==> src/rtl/stochastic_sampler.sv <==
// Bernoulli sampler: each accepted probability is compared with the same-cycle random
// word, and NUNITS resulting bits are packed into a vector handed off with valid/ready.
module stochastic_sampler #(
    parameter int BITN   = 8,
    parameter int NUNITS = 8,
    parameter int CNTW   = 4
) (
    input  logic              clk,
    input  logic              reset,
    input  logic [BITN-1:0]   rvalue,
    input  logic [BITN-1:0]   prob,
    input  logic              prob_valid,
    output logic              prob_ready,
    input  logic              flush,
    output logic [NUNITS-1:0] sample_out,
    output logic [CNTW-1:0]   ones_count,
    output logic              sample_valid,
    input  logic              sample_ready
);
    localparam int IDXW = $clog2(NUNITS);
    localparam logic [0:0] COLLECT = 1'b0;
    localparam logic [0:0] HOLD    = 1'b1;

    logic [0:0]        state_reg, state_next;
    logic [IDXW-1:0]   idx_reg, idx_next;
    logic [NUNITS-1:0] sample_reg, sample_next;
    logic [CNTW-1:0]   count_reg, count_next;
    logic [NUNITS-1:0] sample_upd;
    logic              drawn_bit;

    // Strict compare: rvalue == prob yields 0, so prob = 0 can never fire.
    assign drawn_bit = (rvalue < prob);

    // The drawn bit lands in the slot addressed by idx; other slots keep their value.
    genvar gi;
    generate
        for (gi = 0; gi < NUNITS; gi++) begin : g_slot
            assign sample_upd[gi] = (idx_reg == IDXW'(gi)) ? drawn_bit : sample_reg[gi];
        end
    endgenerate

    always_comb begin
        state_next  = state_reg;
        idx_next    = idx_reg;
        sample_next = sample_reg;
        count_next  = count_reg;
        case (state_reg)
            COLLECT: begin
                if (flush) begin
                    idx_next    = '0;
                    sample_next = '0;
                    count_next  = '0;
                end else if (prob_valid) begin
                    sample_next = sample_upd;
                    count_next  = count_reg + CNTW'(drawn_bit);
                    if (idx_reg == IDXW'(NUNITS - 1)) begin
                        idx_next   = '0;
                        state_next = HOLD;
                    end else begin
                        idx_next = idx_reg + 1'b1;
                    end
                end
            end
            default: begin
                // A completed vector is never discarded: flush is ignored here.
                if (sample_ready) begin
                    state_next  = COLLECT;
                    sample_next = '0;
                    count_next  = '0;
                end
            end
        endcase
    end

    always_ff @(posedge clk or negedge reset) begin
        if (!reset) begin
            state_reg  <= COLLECT;
            idx_reg    <= '0;
            sample_reg <= '0;
            count_reg  <= '0;
        end else begin
            state_reg  <= state_next;
            idx_reg    <= idx_next;
            sample_reg <= sample_next;
            count_reg  <= count_next;
        end
    end

    assign prob_ready   = (state_reg == COLLECT);
    assign sample_valid = (state_reg == HOLD);
    assign sample_out   = sample_reg;
    assign ones_count   = count_reg;
endmodule

==> config.mk <==
export PLATFORM = sky130hd
export DESIGN_NAME = stochastic_sampler
export DESIGN_NICKNAME = d
export VERILOG_FILES = /design/src/rtl/stochastic_sampler.sv
export SDC_FILE = /design/constraint.sdc
export NUM_CORES = 1
export LEC_CHECK = 0
export CELL_PAD_IN_SITES_DETAIL_PLACEMENT = 2
export CELL_PAD_IN_SITES_GLOBAL_PLACEMENT = 2
export CORE_ASPECT_RATIO = 0.7
export CORE_MARGIN = 5
export CORE_UTILIZATION = 31
export CTS_BUF_LIST = sky130_fd_sc_hd__clkbuf_4 sky130_fd_sc_hd__clkbuf_8
export CTS_CLUSTER_SIZE = 8
export DETAILED_ROUTE_END_ITERATION = 7
export PLACE_DENSITY_LB_ADDON = 0.1
export SKIP_LAST_GASP = 1
export SLEW_MARGIN = 10
export SYNTH_ARGS = -nofsm -noshare
export SYNTH_HDL_FRONTEND = slang
export SYNTH_SLANG_ARGS = --single-unit
==> constraint.sdc <==
create_clock -name clk -period 2.2 [get_ports clk]
set_input_delay 0.44 -clock clk [delete_from_list [all_inputs] [get_ports clk]]
set_output_delay 0.44 -clock clk [all_outputs]
set_load 0.01 [all_outputs]
==> results.py, run 1 <==
metrics = {
    "timing": {
        "drv_slew": 0,
        "setup_viol": 0,
        "period_share": 0.966,
        "worst_pin_slew_ps": 561,
        "final.min_clock_period_ps": 2120,
        "fmax_mhz": 471,
        "fin_setup_tns_ps": 0,
        "hold_viol_final": 0,
        "fin_worst_skew_ps": 4.99,
        "slew_headroom": 0.615,
        "rsz0062_at_grt": "true",
    },
    "drt": {
        "routedWlPerCell_um": 19.1,
        "first_pass_iters": 4,
        "route.detailed.drc": 0,
        "antenna_left": 0,
        "totalWireLength_um": 3960,
        "vias": 1000,
        "drt_iter0_markers": 19,
        "avgViaCountPerCell": 4.83,
    },
    "worst_setup_path": {
        "worstReg2RegEnd": "sample_out[7]",
        "rr_worst_depth": 5,
        "crit_cells": 11,
        "cp_slowest_cell": "a221o_1",
        "cp_top_family": "simple AND/OR/NAND/NOR gates",
        "timing.rr.start": "idx_reg[0]",
        "critPathKind": "primary input to flip-flop",
        "worstPathRequired_ps": 2400,
        "r2r_slack_ps": 600,
        "slowest_delay_ps": 370,
        "crit_chain": "dlygate4sd2_1 -> inv_1 -> ha_1 -> and3_4 -> a221o_1 -> nor2_1 -> ha_2 -> and3_4 -> nand3_2 -> xor2_1 -> nor2_1",
        "cp_max_fo": 3,
        "crit_start": "prob[5]",
        "critPathLaunchType": "primary input",
        "critPathBufInv": 2,
        "cp-end-kind": "flip-flop",
        "arrival_ps": 2320,
    },
    "global_routing": {
        "grt_pass1_wl_um": 6420,
        "grt_pass1_vias": 1174,
        "antenna_found_initial": 0,
        "grt_overflow_total": 0,
        "grt_use_total": 0.185,
        "grt_max_degree": 17,
    },
    "final_layout": {
        "largest_reg_flops": 8,
        "antenna_cells": 0,
        "fin_area_mm2": 0.00174,
        "layout-drive-gt1-share": 0.268,
        "fin_util": 0.500,
        "area_growth_pct": 58.7,
        "nets": 194,
        "final.fill_count": 376,
        "final_cells": 207,
    },
    "logic_synthesis": {
        "yosysSeqAreaShare": 0.366,
        "yosys.area.top_type": "dfrtp_1",
        "syn_nets": 144,
        "synth_ff_type": "dfrtp_1",
        "ys.warnings.count": 0,
        "synth_most_common_cell": "dfrtp_1",
        "netlist_instances": 108,
        "syn_area_mm2": 0.00109,
        "synth_common_cells": "dfrtp_1, ha_1, inv_1",
        "synth_cell_types": 31,
        "syn_avg_cell_area_um2": 10.1,
        "synth_top_area_frac": 0.366,
        "synth_area_leaders": "dfrtp_1, ha_1, mux2i_1, inv_1, nand2_1",
        "async_reset_ff_frac": 1.00,
        "synth_edf_count": 0,
        "ys_ff_latch": 16,
    },
    "floorplanning": {
        "rows": 18,
        "die_area_mm2": 0.00483,
        "io_pins": 35,
        "core_area_mm2": 0.00347,
        "fp.dieW_um": 81.0,
        "die_y_um": 59.7,
        "start_util": 0.315,
    },
    "clock_network": {
        "cts_buffers": 3,
        "clk-insertion-delay-late_ps": 260,
        "cts_sinks": 16,
        "hold_buffers": 0,
        "cts.htree.levels": 1,
        "cts.clk_slew.worst_paths_ps": 70,
        "clk_path_buf_depth": 2,
        "root_buffer": "clkbuf_8",
        "tritoncts": "done",
    },
    "power": {
        "vdd_drop_max_mv": 0.263,
        "p_per_area_mw_per_mm2": 481,
        "leakage_uw": 0.000811,
    },
    "place": {
        "port_buffers": 34,
        "dp.final_hpwl_um": 2990,
        "dp_cells": 200,
        "place.gp.congestion": 0.725,
        "place_area_mm2": 0.00155,
    },
    "status": {
        "status": "finished clean",
    },
    "job": {
        "cap_violations": 0,
    },
    "min_path": {
        "worstHoldPathType": "primary input to asynchronous set/reset pin",
    },
}
-- layout make-up --
class	instances	area [um2]	share of cell area
tap	50	62.6	0.0360
multi-input combinational	75	731	0.421
clock buffer	4	55.1	0.0317
timing repair buffer	48	434	0.250
sequential	16	400	0.231
inverter	14	52.6	0.0303
-- per-layer routing --
| metal | share of wire | global-route usage |
|---|---|---|
| met4 | 0.013 | 0.0602 |
| met3 | 0.029 | 0.0392 |
| met2 | 0.51 | 0.315 |
| met1 | 0.45 | 0.235 |
| met5 | 0 | 0 |
-- kinds of logic (layout without fill, tap and decap cells) --
family                   after synthesis  in the layout  synth area share
flip-flops                            16             16             0.366
AO/OA/AOI/OAI                         18             18             0.140
buffers and inverters                 17             66            0.0721
adder cells (fa/ha/maj)               15             15             0.172
AND/OR/NAND/NOR                       31             31             0.151
XOR/XNOR                               2              2            0.0160
multiplexers                           9              9            0.0835
-- report_power, final --
group	leakage (uW)	switching [uW]	internal, uW
logic	0.000563	109	128
registers	0.000218	11.9	308
clock network	0.0000288	119	159
total	0.000811	239	596
-- metrics by stage --
stage          hold WS [ps]  setup WS [ps]  total power, uW
3_3_place_gp            514           -489              520
4_1_cts                 505           41.2              838
3_5_place_dp            522           -574              537
2_1_floorplan           144            138              416
6_report                502           75.3              835
5_1_grt                 542          -13.8              887
-- worst max-delay path by stage --
stage                    end  slack (ps)
4_1_cts        ones_count[3]          40
3_5_place_dp   ones_count[3]        -570
2_1_floorplan  ones_count[1]         140
6_report       ones_count[3]          80
3_3_place_gp   ones_count[1]        -490
5_1_grt        ones_count[3]         -10
-- cell usage in the layout (no fill, tap or decap), types with 8 or more instances in the layout --
master / synthesis / layout
clkdlybuf4s50_1: 0 / 22
dfrtp_1: 16 / 16
buf_4: 2 / 14
dlygate4sd2_1: 0 / 11
inv_1: 14 / 9
ha_1: 15 / 9
nand2_1: 9 / 8
mux2i_1: 8 / 8
-- timing repair --
| item | CTS | global route |
|---|---|---|
| buffers inserted | 3 | 0 |
| endpoints found under the setup margin | 5 | 3 |
| gates resized for setup | 29 | 4 |
| pin swaps | 10 | 4 |
No activity file was read; power rests on OpenSTA's default activity.
==> inputs of run 2 (changes only) <==
--- a/config.mk
+++ b/config.mk
@@ -8,11 +8,12 @@
 export CELL_PAD_IN_SITES_DETAIL_PLACEMENT = 2
 export CELL_PAD_IN_SITES_GLOBAL_PLACEMENT = 2
 export CORE_ASPECT_RATIO = 0.7
-export CORE_MARGIN = 5
+export CORE_MARGIN = 3
 export CORE_UTILIZATION = 31
 export CTS_BUF_LIST = sky130_fd_sc_hd__clkbuf_4 sky130_fd_sc_hd__clkbuf_8
 export CTS_CLUSTER_SIZE = 8
 export DETAILED_ROUTE_END_ITERATION = 7
+export MAX_ROUTING_LAYER = met4
 export PLACE_DENSITY_LB_ADDON = 0.1
 export SKIP_LAST_GASP = 1
 export SLEW_MARGIN = 10
==> run 2 against run 1 <==
First-iteration DRC count rose to 2.8 times the previous value; cell count unchanged; sequential power about the same; total power is 2.5% higher; combinational power is 11% higher; count of clock-buffer cells in the layout unchanged; clock skew increased by 11 ps; highest routed layer unchanged; worst hold slack got worse by 3.3 ps; core utilization up 4.6 points.
==> results.py, run 2 (synthesis results as in run 1) <==
metrics = {
    "status": {
        "status": "finished clean",
    },
    "global_routing": {
        "antenna_found_initial": 1,
        "grt_use_total": 0.233,
        "grt_max_degree": 17,
        "grt_pass1_wl_um": 7350,
        "grt_pass1_vias": 1269,
        "grt_overflow_total": 0,
    },
    "place": {
        "dp_cells": 198,
        "dp.final_hpwl_um": 2690,
        "place.gp.congestion": 0.736,
        "place_ws_ps": -582,
        "place_area_mm2": 0.00156,
        "port_buffers": 34,
    },
    "timing": {
        "rsz0062_at_grt": "true",
        "period_share": 0.977,
        "drv_slew": 0,
        "fin_worst_skew_ps": 15.5,
        "worst_pin_slew_ps": 407,
        "slew_headroom": 0.728,
        "setup_viol": 0,
        "fmax_mhz": 465,
        "fin_ws_ps": 49.9,
        "hold_slack_ps": 499,
        "final.min_clock_period_ps": 2150,
        "hold_viol_final": 0,
    },
    "drt": {
        "avgViaCountPerCell": 5.36,
        "drt_iter0_markers": 54,
        "route.detailed.drc": 0,
        "vias": 1109,
        "routedWlPerCell_um": 22.3,
        "first_pass_iters": 4,
        "totalWireLength_um": 4620,
        "antenna_left": 0,
    },
    "power": {
        "vdd_drop_max_mv": 0.305,
        "power_uw": 856,
        "leakage_uw": 0.000831,
        "p_per_area_mw_per_mm2": 481,
    },
    "clock_network": {
        "tritoncts": "done",
        "cts.clk_slew.worst_paths_ps": 80,
        "cts.htree.levels": 1,
        "clk-insertion-delay-late_ps": 260,
        "cts_buffers": 3,
        "hold_buffers": 0,
        "root_buffer": "clkbuf_8",
        "cts_sinks": 16,
        "clk_path_buf_depth": 2,
    },
    "final_layout": {
        "layout-drive-gt1-share": 0.289,
        "final.fill_count": 324,
        "largest_reg_flops": 8,
        "fin_area_mm2": 0.00178,
        "most-common-layout-cells": "clkdlybuf4s50_1, dfrtp_1, buf_4",
        "final_cells": 207,
        "final_common_cell": "clkdlybuf4s50_1",
        "area_growth_pct": 62.7,
        "nets": 196,
    },
    "worst_setup_path": {
        "cp-end-kind": "flip-flop",
        "critPathKind": "primary input to flip-flop",
        "crit_chain": "clkdlybuf4s50_1 -> inv_1 -> ha_4 -> a221o_1 -> nor2_2 -> ha_2 -> ha_4 -> a32o_1",
        "cp_slowest_cell": "clkdlybuf4s50_1",
        "worstReg2RegEnd": "sample_out[2]",
        "crit_path_frequent_cell": "ha_4",
        "timing.rr.start": "sample_valid",
        "rr_worst_depth": 4,
        "slowest_delay_ps": 470,
        "worstPathRequired_ps": 2330,
        "critPathBufInv": 2,
        "r2r_slack_ps": 650,
        "cp_max_fo": 2,
        "cp_top_family": "compound AO/OA/AOI/OAI gates",
        "critPathLaunchType": "primary input",
        "arrival_ps": 2280,
    },
    "job": {
        "cap_violations": 0,
    },
    "floorplanning": {
        "core_area_mm2": 0.00325,
        "die_area_mm2": 0.00429,
        "rows": 17,
        "io_pins": 35,
        "fp.dieW_um": 77.0,
        "start_util": 0.336,
        "die_y_um": 55.7,
    },
    "min_path": {
        "worstHoldPathType": "primary input to asynchronous set/reset pin",
    },
}
[run 2: cell count changes in the layout (fill, tap and decap cells not counted), sizes merged]
cell           delta
dlymetal6s2s      +1
dlygate4sd2       -4
clkdlybuf4s15     +5
buf               +2
diode             +1
clkdlybuf4s50     -2
[run 2: through the flow]
| stage | setup TNS (ps) | util |
|---|---|---|
| 2_1_floorplan | 0 | - |
| 5_1_grt | -47.7 | 0.547 |
| 6_report | 0 | 0.547 |
| 3_5_place_dp | -3460 | 0.478 |
| 4_1_cts | 0 | 0.527 |
| 3_3_place_gp | -2910 | 0.478 |
[run 2: final cells by class]
class | instances | area, um2 | share of cell area
multi-input cells | 75 | 753 | 0.423
repair buffers | 50 | 457 | 0.257
flip-flops and latches | 16 | 400 | 0.225
well taps | 47 | 58.8 | 0.0331
clock buffers | 4 | 55.1 | 0.0309
inverters | 14 | 52.6 | 0.0295
diodes | 1 | 2.50 | 0.00141
[run 2: power by group]
part | switching (uW) | total (uW) | internal [uW]
clock network | 114 | 273 | 159
registers | 12.1 | 320 | 308
logic | 124 | 262 | 138
[run 2: what timing repair did]
item                                    4_1_cts  5_1_grt
setup buffers                                 2        2
hold endpoints to repair                      0        0
endpoints found under the setup margin        5        3
pin swaps                                    11       10
gates resized for setup                      31       13
[run 2: how the worst max path moves through the flow]
| stage | slack (ps) | cells after the start | endpoint | start |
|---|---|---|---|---|
| global placement | -480 | 10 | ones_count[1] | prob[6] |
| floorplan | 140 | 9 | ones_count[1] | prob[7] |
| finish | 50 | 8 | ones_count[1] | prob[4] |
| detailed placement | -580 | 10 | ones_count[1] | prob[6] |
| global route | -30 | 10 | ones_count[3] | rvalue[1] |
| CTS | 40 | 8 | ones_count[1] | prob[4] |
[run 2: routing by layer]
metal  wire, um  GRT usage  share of wire  up-vias
li1           -          -              -      482
met2       2230      0.385           0.48       52
met4        182     0.0711          0.039        0
met5          0          -              0        -
met1       2000      0.287           0.43      557
met3        207     0.0518          0.045       18
[run 2: worst register-to-register path, cell delays in order, from the launching register on]
cell and delay, ps:
dfrtp_1 500, or3_4 440, and2_4 200, and3_4 190, mux2i_1 110
==> inputs of run 3 (changes only) <==
--- a/config.mk
+++ b/config.mk
@@ -15,6 +15,7 @@
 export DETAILED_ROUTE_END_ITERATION = 7
 export MAX_ROUTING_LAYER = met4
 export PLACE_DENSITY_LB_ADDON = 0.1
+export SETUP_SLACK_MARGIN = 0.15
 export SKIP_LAST_GASP = 1
 export SLEW_MARGIN = 10
 export SYNTH_ARGS = -nofsm -noshare
==> run 3 against run 2 <==
Sequential cell count unchanged; sequential share of layout area increased by 0.24 points; via count decreased by 6.8%; cell area decreased by 1.1%; global-route usage decreased by 3.5 points; worst hold slack improved by 15 ps; register-to-register slack about the same; critical path type unchanged; largest cell class unchanged; highest routed layer unchanged.
==> results.py, run 3 (synthesis results as in run 1) <==
metrics = {
    "clock_network": {
        "cts.htree.levels": 1,
        "cts_buffers": 3,
        "clk_path_buf_depth": 2,
        "root_buffer": "clkbuf_8",
        "tritoncts": "done",
        "cts_sinks": 16,
        "cts.clk_slew.worst_paths_ps": 60,
        "hold_buffers": 0,
        "clk-insertion-delay-late_ps": 250,
    },
    "global_routing": {
        "grt_max_degree": 17,
        "grt_pass1_vias": 1201,
        "antenna_found_initial": 0,
        "grt_pass1_wl_um": 6500,
        "grt_use_total": 0.198,
        "grt_overflow_total": 0,
    },
    "worst_setup_path": {
        "crit_chain": "dlygate4sd2_1 -> ha_4 -> o21a_1 -> nor2_4 -> nor3_4 -> nor2_2 -> ha_2 -> and3_4 -> nand3_2 -> xor2_1 -> nor2_1",
        "cp_slowest_cell": "dlygate4sd2_1",
        "cp_max_fo": 2,
        "arrival_ps": 2130,
        "crit_start": "rvalue[2]",
        "critPathBufInv": 1,
        "cp_top_family": "simple AND/OR/NAND/NOR gates",
        "critPathKind": "primary input to flip-flop",
        "crit_cells": 11,
        "r2r_slack_ps": 650,
        "rr_worst_depth": 4,
        "timing.rr.start": "sample_valid",
        "worstPathRequired_ps": 2340,
        "critPathLaunchType": "primary input",
        "cp-end-kind": "flip-flop",
        "crit_end": "ones_count[3]",
        "worstReg2RegEnd": "sample_out[2]",
        "slowest_delay_ps": 260,
    },
    "floorplanning": {
        "rows": 17,
        "die_area_mm2": 0.00429,
        "core_area_mm2": 0.00325,
        "io_pins": 35,
        "fp.dieW_um": 77.0,
        "start_util": 0.336,
        "die_y_um": 55.7,
    },
    "place": {
        "place.gp.congestion": 0.727,
        "dp.final_hpwl_um": 2750,
        "port_buffers": 34,
    },
    "drt": {
        "antenna_left": 0,
        "first_pass_iters": 5,
        "drt_iter0_markers": 36,
        "routedWlPerCell_um": 20.1,
        "route.detailed.drc": 0,
        "totalWireLength_um": 4110,
        "vias": 1034,
        "avgViaCountPerCell": 5.07,
    },
    "timing": {
        "hold_slack_ps": 514,
        "fin_worst_skew_ps": 1.98,
        "final.min_clock_period_ps": 1990,
        "drv_slew": 0,
        "rsz0062_at_grt": "true",
        "setup_viol": 0,
        "fin_setup_tns_ps": 0,
        "period_share": 0.905,
        "slew_headroom": 0.745,
        "fmax_mhz": 502,
        "worst_pin_slew_ps": 383,
        "hold_viol_final": 0,
    },
    "final_layout": {
        "layout-drive-gt1-share": 0.357,
        "area_growth_pct": 61.0,
        "final.fill_count": 341,
        "multi_input_area_um2": 766,
        "antenna_cells": 0,
        "nets": 195,
        "most-common-layout-cells": "clkdlybuf4s50_1, dfrtp_1, buf_4",
        "register_area_um2": 400,
        "largest_reg_flops": 8,
        "final_common_cell": "clkdlybuf4s50_1",
    },
    "min_path": {
        "worstHoldPathType": "primary input to asynchronous set/reset pin",
    },
    "job": {
        "cap_violations": 0,
    },
    "status": {
        "status": "finished clean",
    },
    "power": {
        "vdd_drop_max_mv": 0.196,
        "leakage_uw": 0.000799,
        "p_per_area_mw_per_mm2": 446,
    },
}
==> run 3: cell count changes in the layout (fill, tap and decap cells not counted), moves of 2 or more <==
cell / change
buf_6: +5
clkdlybuf4s50_1: -2
dlymetal6s2s_1: -2
buf_2: +3
clkdlybuf4s15_1: -3
inv_1: -2
inv_4: +2
==> run 3: per-stage QoR <==
step	instance area, um2	instances	setup WS [ps]	power, uW	utilization
6_report	1760	204	209	786	0.541
5_1_grt	1760	204	109	834	0.541
4_1_cts	1690	203	152	772	0.519
3_5_place_dp	1580	198	-506	535	0.484
3_3_place_gp	1580	198	-425	522	0.484
2_1_floorplan	1110	108	163	420	-
==> run 3: layout make-up <==
| cell class | count | area share |
|---|---|---|
| Multi-Input combinational cell | 75 | 0.435 |
| Inverter | 14 | 0.0327 |
| Tap cell | 47 | 0.0334 |
| Sequential cell | 16 | 0.227 |
| Timing Repair Buffer | 49 | 0.248 |
| Clock buffer | 3 | 0.0235 |
==> run 3: routing by layer <==
layer / GRT usage / vias to the layer above / part of all wire
li1: - / 480 / -
met1: 0.258 / 525 / 0.44
met2: 0.324 / 25 / 0.52
met3: 0.0453 / 4 / 0.035
met4: 0.0279 / 0 / 0.0075
met5: - / - / 0
==> run 3: power by group <==
| group | switching, uW | internal (uW) | leakage (uW) |
|---|---|---|---|
| sequential | 11.7 | 308 | 0.000218 |
| clock | 94.8 | 121 | 0.0000216 |
| combinational | 115 | 134 | 0.000559 |
==> run 3: how the worst min path moves through the flow <==
| stage | endpoint | startpoint | cells past startpoint | slack, ps |
|---|---|---|---|---|
| final | sample_out[3] | reset | 2 | 510 |
| after global routing | sample_out[3] | reset | 2 | 520 |
| after CTS | sample_out[3] | reset | 2 | 520 |
| after detailed placement | sample_out[0] | sample_out[0] | 2 | 530 |
| after global placement | sample_out[6] | sample_out[6] | 2 | 510 |
| after floorplan | idx_reg[0] | reset | 0 | 140 |
==> run 3: what timing repair did <==
item                       in CTS  in global routing
pin swaps                      17                 13
gates resized for setup        57                 14
setup endpoints to repair      12                  3
buffers inserted                2                  1
